## src/rtl/wb_pkg.sv

```systemverilog
// Shared types and constants for the NPC writeback stage.
//   wb_state_e : writeback FSM states
//   load_op_e  : load funct3 encodings
//   LANE_*     : byte/half/word lane widths used for extension
//   RegWidth / RegIdWidth : default data and register-index widths

// Fallback widths for builds that do not pull in the shared defines header first.
`ifndef REG_WIDTH
`define REG_WIDTH 64
`endif
`ifndef REG_ID_WIDTH
`define REG_ID_WIDTH 5
`endif

package wb_pkg;

  localparam int unsigned RegWidth   = `REG_WIDTH;
  localparam int unsigned RegIdWidth = `REG_ID_WIDTH;

  localparam int unsigned LANE_B = 8;
  localparam int unsigned LANE_H = 16;
  localparam int unsigned LANE_W = 32;

  typedef enum logic [0:0] {
    IDLE,
    WAIT_LOAD
  } wb_state_e;

  typedef enum logic [2:0] {
    LOAD_B  = 3'b000,
    LOAD_H  = 3'b001,
    LOAD_W  = 3'b010,
    LOAD_D  = 3'b011,
    LOAD_BU = 3'b100,
    LOAD_HU = 3'b101,
    LOAD_WU = 3'b110
  } load_op_e;

  // A load is misaligned when the access does not fit its natural alignment.
  function automatic logic load_misaligned(logic [2:0] funct3, logic [2:0] addr_lo);
    logic mis;
    mis = 1'b0;
    case (funct3)
      LOAD_H, LOAD_HU: mis = addr_lo[0];
      LOAD_W, LOAD_WU: mis = |addr_lo[1:0];
      LOAD_D:          mis = |addr_lo;
      default:         mis = 1'b0;
    endcase
    return mis;
  endfunction

endpackage

```

## src/rtl/load_extend.sv

```systemverilog
// Combinational load-data aligner/extender.
//   rdata    : aligned memory doubleword
//   funct3   : load type
//   addr_lo  : load address bits [2:0]
//   wdata    : shifted lane, sign/zero extended per funct3
//   misalign : access is not naturally aligned

module load_extend
  import wb_pkg::*;
#(
  parameter int unsigned DATA_WIDTH = RegWidth
) (
  input  logic [DATA_WIDTH-1:0] rdata,
  input  logic [2:0]            funct3,
  input  logic [2:0]            addr_lo,
  output logic [DATA_WIDTH-1:0] wdata,
  output logic                  misalign
);

  logic [DATA_WIDTH-1:0] lane;

  // Misaligned lanes simply shift in zeros from above bit 63.
  assign lane     = rdata >> {addr_lo, 3'b000};
  assign misalign = load_misaligned(funct3, addr_lo);

  always_comb begin
    wdata = '0;
    case (funct3)
      LOAD_B:  wdata = {{(DATA_WIDTH-LANE_B){lane[LANE_B-1]}}, lane[LANE_B-1:0]};
      LOAD_H:  wdata = {{(DATA_WIDTH-LANE_H){lane[LANE_H-1]}}, lane[LANE_H-1:0]};
      LOAD_W:  wdata = {{(DATA_WIDTH-LANE_W){lane[LANE_W-1]}}, lane[LANE_W-1:0]};
      LOAD_D:  wdata = lane;
      LOAD_BU: wdata = {{(DATA_WIDTH-LANE_B){1'b0}}, lane[LANE_B-1:0]};
      LOAD_HU: wdata = {{(DATA_WIDTH-LANE_H){1'b0}}, lane[LANE_H-1:0]};
      LOAD_WU: wdata = {{(DATA_WIDTH-LANE_W){1'b0}}, lane[LANE_W-1:0]};
      default: wdata = '0;
    endcase
  end

endmodule

```

## src/rtl/wb_stage.sv

```systemverilog
// Writeback stage: retires one instruction at a time into the register file.
//   in_*        : instruction from MEM stage (valid/ready handshake)
//   rdata_valid : one-cycle load data pulse, rdata carries the doubleword
//   reg_wen/rd/reg_wdata : register-file write port (registered)
//   commit      : one-cycle pulse per retired instruction
//   busy        : waiting for load data
//   misalign    : sticky misaligned-load flag, cleared only by rst

module wb_stage
  import wb_pkg::*;
#(
  parameter int unsigned DATA_WIDTH = RegWidth,
  parameter int unsigned ADDR_WIDTH = RegIdWidth
) (
  input  logic                  clk,
  input  logic                  rst,
  input  logic                  in_valid,
  output logic                  in_ready,
  input  logic [ADDR_WIDTH-1:0] in_rd,
  input  logic                  in_wen,
  input  logic                  in_is_load,
  input  logic [2:0]            in_funct3,
  input  logic [2:0]            in_addr_lo,
  input  logic [DATA_WIDTH-1:0] in_result,
  input  logic                  rdata_valid,
  input  logic [DATA_WIDTH-1:0] rdata,
  output logic                  reg_wen,
  output logic [ADDR_WIDTH-1:0] rd,
  output logic [DATA_WIDTH-1:0] reg_wdata,
  output logic                  commit,
  output logic                  busy,
  output logic                  misalign
);

  wb_state_e state_q, state_d;

  logic [ADDR_WIDTH-1:0] ld_rd_q, ld_rd_d;
  logic                  ld_wen_q, ld_wen_d;
  logic [2:0]            ld_funct3_q, ld_funct3_d;
  logic [2:0]            ld_addr_lo_q, ld_addr_lo_d;

  logic                  reg_wen_q, reg_wen_d;
  logic [ADDR_WIDTH-1:0] rd_q, rd_d;
  logic [DATA_WIDTH-1:0] reg_wdata_q, reg_wdata_d;
  logic                  commit_q, commit_d;
  logic                  misalign_q, misalign_d;

  logic                  accept;
  logic [2:0]            ext_funct3;
  logic [2:0]            ext_addr_lo;
  logic [DATA_WIDTH-1:0] ext_wdata;
  logic                  ext_misalign;

  assign accept = in_valid && (state_q == IDLE);

  // In IDLE the extender checks the incoming load for misalignment; in WAIT_LOAD
  // it formats the returning data using the latched load attributes.
  assign ext_funct3  = (state_q == IDLE) ? in_funct3  : ld_funct3_q;
  assign ext_addr_lo = (state_q == IDLE) ? in_addr_lo : ld_addr_lo_q;

  load_extend #(
    .DATA_WIDTH(DATA_WIDTH)
  ) u_load_extend (
    .rdata   (rdata),
    .funct3  (ext_funct3),
    .addr_lo (ext_addr_lo),
    .wdata   (ext_wdata),
    .misalign(ext_misalign)
  );

  // Next-state logic.
  always_comb begin
    state_d = state_q;
    unique case (state_q)
      IDLE:      if (accept && in_is_load) state_d = WAIT_LOAD;
      WAIT_LOAD: if (rdata_valid) state_d = IDLE;
      default:   state_d = IDLE;
    endcase
  end

  // Datapath next-state: write port, commit, load context, sticky flag.
  always_comb begin
    ld_rd_d      = ld_rd_q;
    ld_wen_d     = ld_wen_q;
    ld_funct3_d  = ld_funct3_q;
    ld_addr_lo_d = ld_addr_lo_q;
    reg_wen_d    = 1'b0;
    commit_d     = 1'b0;
    rd_d         = rd_q;
    reg_wdata_d  = reg_wdata_q;
    misalign_d   = misalign_q;
    unique case (state_q)
      IDLE: begin
        if (accept) begin
          if (in_is_load) begin
            ld_rd_d      = in_rd;
            ld_wen_d     = in_wen;
            ld_funct3_d  = in_funct3;
            ld_addr_lo_d = in_addr_lo;
            if (ext_misalign) misalign_d = 1'b1;
          end else begin
            reg_wen_d   = in_wen && (in_rd != '0);
            rd_d        = in_rd;
            reg_wdata_d = in_result;
            commit_d    = 1'b1;
          end
        end
      end
      WAIT_LOAD: begin
        if (rdata_valid) begin
          reg_wen_d   = ld_wen_q && (ld_rd_q != '0);
          rd_d        = ld_rd_q;
          reg_wdata_d = ext_wdata;
          commit_d    = 1'b1;
        end
      end
      default: ;
    endcase
  end

  // Output logic (all outputs come straight from flops).
  always_comb begin
    in_ready  = (state_q == IDLE);
    busy      = (state_q == WAIT_LOAD);
    reg_wen   = reg_wen_q;
    rd        = rd_q;
    reg_wdata = reg_wdata_q;
    commit    = commit_q;
    misalign  = misalign_q;
  end

  always_ff @(posedge clk or posedge rst) begin
    if (rst) begin
      state_q      <= IDLE;
      ld_rd_q      <= '0;
      ld_wen_q     <= 1'b0;
      ld_funct3_q  <= '0;
      ld_addr_lo_q <= '0;
      reg_wen_q    <= 1'b0;
      rd_q         <= '0;
      reg_wdata_q  <= '0;
      commit_q     <= 1'b0;
      misalign_q   <= 1'b0;
    end else begin
      state_q      <= state_d;
      ld_rd_q      <= ld_rd_d;
      ld_wen_q     <= ld_wen_d;
      ld_funct3_q  <= ld_funct3_d;
      ld_addr_lo_q <= ld_addr_lo_d;
      reg_wen_q    <= reg_wen_d;
      rd_q         <= rd_d;
      reg_wdata_q  <= reg_wdata_d;
      commit_q     <= commit_d;
      misalign_q   <= misalign_d;
    end
  end

endmodule
```

## config.mk

```make
export PLATFORM = sky130hd
export DESIGN_NAME = wb_stage
export DESIGN_NICKNAME = d
export VERILOG_FILES = /design/src/rtl/wb_pkg.sv /design/src/rtl/load_extend.sv /design/src/rtl/wb_stage.sv
export SDC_FILE = /design/constraint.sdc
export NUM_CORES = 1
export LEC_CHECK = 0
export BUFFER_PORTS_ARGS = -buffer_cell sky130_fd_sc_hd__buf_2
export CORE_MARGIN = 2
export CORE_UTILIZATION = 55
export CTS_CLUSTER_SIZE = 30
export DETAILED_ROUTE_END_ITERATION = 10
export MAX_ROUTING_LAYER = met4
export PLACE_DENSITY = 0.87
export SETUP_SLACK_MARGIN = 0.3
export SLEW_MARGIN = 10
export SYNTH_ARGS = -nofsm -noshare
export SYNTH_HDL_FRONTEND = slang
export SYNTH_SLANG_ARGS = --single-unit
```

## constraint.sdc

```tcl
create_clock -name clk -period 6.4 [get_ports clk]
set_input_delay 1.6 -clock clk [delete_from_list [all_inputs] [get_ports clk]]
set_output_delay 1.6 -clock clk [all_outputs]
set_load 0.01 [all_outputs]
```

# After elaboration in Yosys (flattened, before gate mapping)
# Index checks and enable logic that the tools add are counted.
# W data, S select, Z words.
[totals]
wordCells = 58
inputBits = 145
ff_bits = 85
[op_classes]
n_reduce_logical = 14
bitwise = 1
n_mux = 23
n_eq_ne = 9
shift = 1
[ops]
columns = ["cell", "count"]
rows = [
  ["$pmux W64 S7", 1],
  ["$mux W64", 3],
  ["$pmux W64 S2", 1],
  ["$shr A64 B6 Y64", 1],
  ["$mux W5", 3],
  ["$pmux W5 S2", 1],
  ["$reduce_bool A5 Y1", 2],
  ["$eq A3 B3 Y1 const B", 3],
  ["$mux W1", 8],
  ["$eq A3 B2 Y1 const B", 2],
  ["$mux W3", 2],
  ["$pmux W1 S2", 3],
  ["$reduce_and A3 Y1", 2],
  ["$reduce_or A2 Y1", 3],
  ["$logic_and A1 B1 Y1", 4],
  ["$ne A2 B2 Y1 const B", 2],
  ["$reduce_and A4 Y1", 1],
  ["$eq A3 B1 Y1 const B", 1],
  ["$logic_not A3 Y1", 1],
  ["$pmux W1 S3", 1],
  ["$reduce_or A3 Y1", 1],
  ["$ne A2 B1 Y1 const B", 1],
  ["$not A1 Y1", 1],
]

# Depth between registers and ports, before layout
[logic_depth]
word_depth = 5
mapped_depth = 11
depth_no_buf = 6

# By module
# From an unflattened synthesis, not the netlist that was laid out.
[hier_totals]
hier_cells = 578
area_unflattened_um2 = 6794.0
[by_module_without_submodules]
columns = ["mod", "area_each_um2", "n_inst", "cells_each"]
rows = [
  ["wb_stage", 4151.5, 1, 272],
  ["load_extend", 2642.5, 1, 306],
]

# Worst setup path after synthesis
# Ideal clock, no wire load.
[synth_path]
kind = "register to output"
from = "reg state_q, in the netlist busy"
to = "out in_ready"
path_stages_with_launch = 8
path_buffers = 6
setup_slack_ps = 2957
required_time_ps = 4800
arrival_ps = 1843
path_cell_list = "dfrtp_1 > buf_2 > buf_4 > buf_4 > inv_1 > clkbuf_1 > clkbuf_1 > buf_1"
[synth_between]
elab_chain_len = 1
[synth_rtl]
columns = ["item", "line_no", "source"]
rows = [
  ["from (decl)", "wb_stage.sv:35", "wb_state_e state_q, state_d;"],
  ["from (signal assigned)", "wb_stage.sv:145", "state_q <= state_d;"],
  ["$not A1 Y1 (no source line)", "-", ""],
  ["to (decl)", "wb_stage.sv:18", "output logic in_ready,"],
]
# Every way passes these cells.

# Final worst setup path
[layout_path]
from = "in in_addr_lo[1]"
to = "reg reg_wdata_q[49], in the netlist reg_wdata[49]"
[layout_between]
elab_chain_len = 5
[layout_rtl]
columns = ["item", "line_no", "source"]
rows = [
  ["from (decl)", "wb_stage.sv:23", "input logic [2:0] in_addr_lo,"],
  ["$mux W3", "wb_stage.sv:59", "assign ext_addr_lo = (state_q == IDLE) ? in_addr_lo : ld_addr_lo_q;"],
  ["$shr A64 B6 Y64", "load_extend.sv:23", "assign lane = rdata >> {addr_lo, 3'b000};"],
  ["$pmux W64 S7", "load_extend.sv:28", "case (funct3)"],
  ["$mux W64", "wb_stage.sv:110", "if (rdata_valid) begin"],
  ["$pmux W64 S2", "wb_stage.sv:92", "unique case (state_q)"],
  ["to (signal assigned)", "wb_stage.sv:152", "reg_wdata_q <= reg_wdata_d;"],
  ["to (decl)", "wb_stage.sv:44", "logic [DATA_WIDTH-1:0] reg_wdata_q, reg_wdata_d;"],
]
# Every way passes these cells. The select of a mux whose other input is x is not followed.
# A chain may end at the register's enable or synchronous reset.

==> flow_metrics.py <==
metrics = {
    "run_status": {
        "status": "completed",
    },
    "die": {
        "die_w_um": 109,
        "rows": 38,
        "die_y_um": 109,
        "core_area_mm2": 0.0108,
        "die_area_mm2": 0.0119,
        "ioPinCount": 219,
        "start_util_pct": 56.2,
    },
    "setup_path": {
        "path_class": "input port to flip-flop",
        "endpoint_kind": "flip-flop",
        "rr_worst_depth": 7,
        "r2r_end": "reg_wdata[49]",
        "critPathSlowestCell": "o21ai_4",
        "crit_arrival_ns": 4.56,
        "r2r_slack_ns": 2.65,
        "worstPathMaxFanout": 48,
        "path_cells": "buf_2 -> mux2_2 -> mux4_2 -> mux2i_1 -> nor2_1 -> o21ai_4 -> a32oi_1",
        "cp_data_required_time_ns": 6.57,
        "cp-start-kind": "input port",
        "timing.rr.start": "busy",
        "cp_slowest_stage_delay_ns": 0.98,
    },
    "yosys": {
        "synth-edff-count": 0,
        "synth_cells": 750,
        "synth_area_per_cell_um2": 8.13,
        "synth-main-ff-cell": "dfrtp_1",
        "seq_area_frac_synth_pct": 34.9,
        "yosys_warnings": 0,
        "syn_nets": 895,
        "syn_area_mm2": 0.00609,
        "synth-async-reset-ratio_pct": 100,
        "yosys.cell_types.count": 54,
        "ys_ff_latch": 85,
    },
    "cts": {
        "clock-sinks": 85,
        "postCtsSetupRepairBufs": 0,
        "cts_root_buffer": "clkbuf_8",
        "clock_path_buffers": 2,
        "post_cts_resized": 0,
        "cts_tree": "built",
        "cts_max_level": 3,
        "clock_latency_ns": 0.36,
        "clkSlewWorstSetupHoldPaths_ns": 0.09,
        "cts_made_buffers": 9,
        "holdBufCountCts": 0,
    },
    "timing": {
        "finalSetupViolations": 0,
        "min_period_ns": 4.40,
        "finalCritPeriodShare_pct": 68.7,
        "finalClockSkew_ns": 0.0134,
        "worst_pin_slew_ns": 1.26,
        "setup_tns_ns": 0,
        "whs_ns": 0.482,
        "max_clock_freq_mhz": 227,
        "rsz0062_at_grt": "no",
        "hold_violations": 0,
        "slew_violations": 0,
        "max-slew-margin-rel_pct": 15.9,
    },
    "detailed_routing": {
        "top_layer": "met4",
        "wl_met2_mm": 9.32,
        "drt-met1-wl_mm": 8.17,
        "drt_iter0_drc": 998,
        "viasPerCell": 6.31,
        "route.detailed.drc": 0,
        "wl_met3_mm": 2.32,
        "routedWlPerCell_um": 19.3,
        "route.antenna.remaining_nets": 0,
        "wl_mm": 20.6,
        "drtPass1Iterations": 8,
        "vias": 6716,
    },
    "power": {
        "pwr-share-seq_pct": 34.9,
        "p_clk_share_pct": 21.3,
        "p_sw_uw": 870,
        "intPower_mw": 1.32,
        "power-per-cell-area_mw_per_mm2": 296,
        "total_power_mw": 2.19,
        "leakagePower_nw": 3.60,
        "pwr-share-comb_pct": 43.8,
        "swShare_pct": 39.7,
        "ir_worst_vdd_mv": 0.158,
    },
    "layout": {
        "final.fill_count": 914,
        "nets": 1065,
        "syn_to_final_growth_pct": 21.4,
        "diodes": 0,
        "finish.utilization_pct": 68.3,
        "drive_above_1_share_pct": 30.6,
    },
    "min_path": {
        "hold_path.class": "flip-flop to flip-flop",
        "holdPathEnd": "rd[2]",
        "hold_start": "rd[2]",
        "hold_depth": 2,
    },
    "grt": {
        "grt_antenna_before_repair": 0,
        "grt-ovfl-total": 0,
        "grt_pass1_vias": 6126,
        "grt_pass1_wl_mm": 31.7,
        "grt_usage_pct": 35.2,
        "grt_start_max_net_pins": 101,
    },
    "run": {
        "maxCapViolations": 0,
    },
    "placement": {
        "port-buffer-count": 218,
        "gp_congestion": 0.985,
        "dpl.hpwl_mm": 14.8,
    },
}
## Yosys cell counts (2+ instances only)
| master | count | area, µm² |
|---|---|---|
| nand2_1 | 142 | 533 |
| a21oi_1 | 89 | 445 |
| dfrtp_1 | 85 | 2130 |
| nor2_1 | 61 | 229 |
| clkbuf_1 | 39 | 146 |
| mux2i_1 | 39 | 390 |
| o21ai_0 | 37 | 185 |
| nand3_1 | 32 | 160 |
| and3_1 | 24 | 150 |
| a31oi_1 | 17 | 106 |
| mux2_2 | 16 | 180 |
| buf_2 | 15 | 75.1 |
| o221ai_1 | 15 | 131 |
| a21o_1 | 14 | 105 |
| a32oi_1 | 14 | 123 |
| mux4_2 | 11 | 248 |
| nor3_1 | 9 | 45.0 |
| o21bai_1 | 9 | 67.6 |
| a211o_1 | 8 | 70.1 |
| a211oi_1 | 8 | 60.1 |
| a21boi_0 | 8 | 60.1 |
| buf_1 | 8 | 30.0 |
| a2bb2oi_1 | 7 | 61.3 |
| buf_4 | 5 | 37.5 |
| inv_1 | 3 | 11.3 |
| a2111oi_1 | 2 | 20.0 |
| and2_1 | 2 | 12.5 |
| and3b_1 | 2 | 17.5 |
| nand2b_1 | 2 | 12.5 |
| nor3b_1 | 2 | 15.0 |
| or4_1 | 2 | 15.0 |
## per-stage QoR
stage	instances	setup slack [ns]	instance area, µm²
4_1_cts	1064	2.08	7400
6_report	1064	2.00	7400
3_3_place_gp	1049	1.84	7160
5_1_grt	1064	1.89	7400
3_5_place_dp	1049	1.68	7160
2_1_floorplan	750	2.61	6090
## critical path: cells and delay by family
kind / cells / cell delay [ns]
simple gates: 1 / 0.12
compound gates: 2 / 1.23
buf+inv: 1 / 0.14
mux: 3 / 1.44
## final cells by class
type	count	area, µm²	share of cell area (%)
Sequential cell	85	2130	28.7
Inverter	3	12.5	0.169
Clock inverter	6	111	1.50
Timing Repair Buffer	227	1160	15.7
Multi-Input combinational cell	594	3690	49.9
Tap cell	140	175	2.37
Clock buffer	9	124	1.67
## power by group through the flow
stage / sequential, mW / clock (mW) / combinational [mW]
global placement: 0.768 / 0 / 0.917
detailed placement: 0.770 / 0 / 0.939
finish: 0.764 / 0.466 / 0.960
global route: 0.778 / 0.494 / 1.05
CTS: 0.762 / 0.465 / 0.943
floorplan: 0.814 / 0 / 0.568
## cells in the final DEF (no fill, tap or decap), types with 3 or more instances in the layout
master and instances:
buf_2 218, nand2_1 142, a21oi_1 89, dfrtp_1 85, nor2_1 61, mux2i_1 38, o21ai_0 37, nand3_1 32
and3_1 24, a31oi_1 17, mux2_2 16, o221ai_1 15, a21o_1 14, a32oi_1 14, mux4_2 11, nor3_1 9
o21bai_1 9, clkbuf_8 9, buf_4 9, a211o_1 8, a21boi_0 8, a211oi_1 8, a2bb2oi_1 7, bufinv_16 3
## cells by family (layout without fill, tap and decap cells)
| kind of cell | count (synthesis) | after routing | synth area share, % |
|---|---|---|---|
| AOI/OAI and AO/OA | 239 | 239 | 25.3 |
| buffers and inverters | 71 | 245 | 5.11 |
| and+or+nand+nor | 286 | 286 | 20.5 |
| muxes | 69 | 69 | 14.3 |
| DFF | 85 | 85 | 34.9 |
## worst max path at each step
stage               cells after the start            end  slack [ns]           from
floorplan                               1           busy        2.61            rst
global placement                        8  reg_wdata[53]        1.84  in_addr_lo[1]
detailed placement                      8  reg_wdata[49]        1.68  in_addr_lo[1]
CTS                                     8  reg_wdata[49]        2.08  in_addr_lo[1]
global route                            7  reg_wdata[49]        1.89  in_addr_lo[1]
finish                                  7  reg_wdata[49]        2.00  in_addr_lo[1]
## state kept, by name (all words and copies together), names as in the netlist
register	flops
ld_funct3_q	3
ld_addr_lo_q	3
commit	1
ld_wen_q	1
rd	5
busy	1
misalign	1
reg_wdata	64
reg_wen	1
ld_rd_q	5
## layer usage
layer	track usage, %	vias up
met5	-	-
met4	12.4	0
met3	5.86	72
met2	52.0	465
met1	49.2	3109
li1	-	3070
No activity file was read; power rests on OpenSTA's default activity.
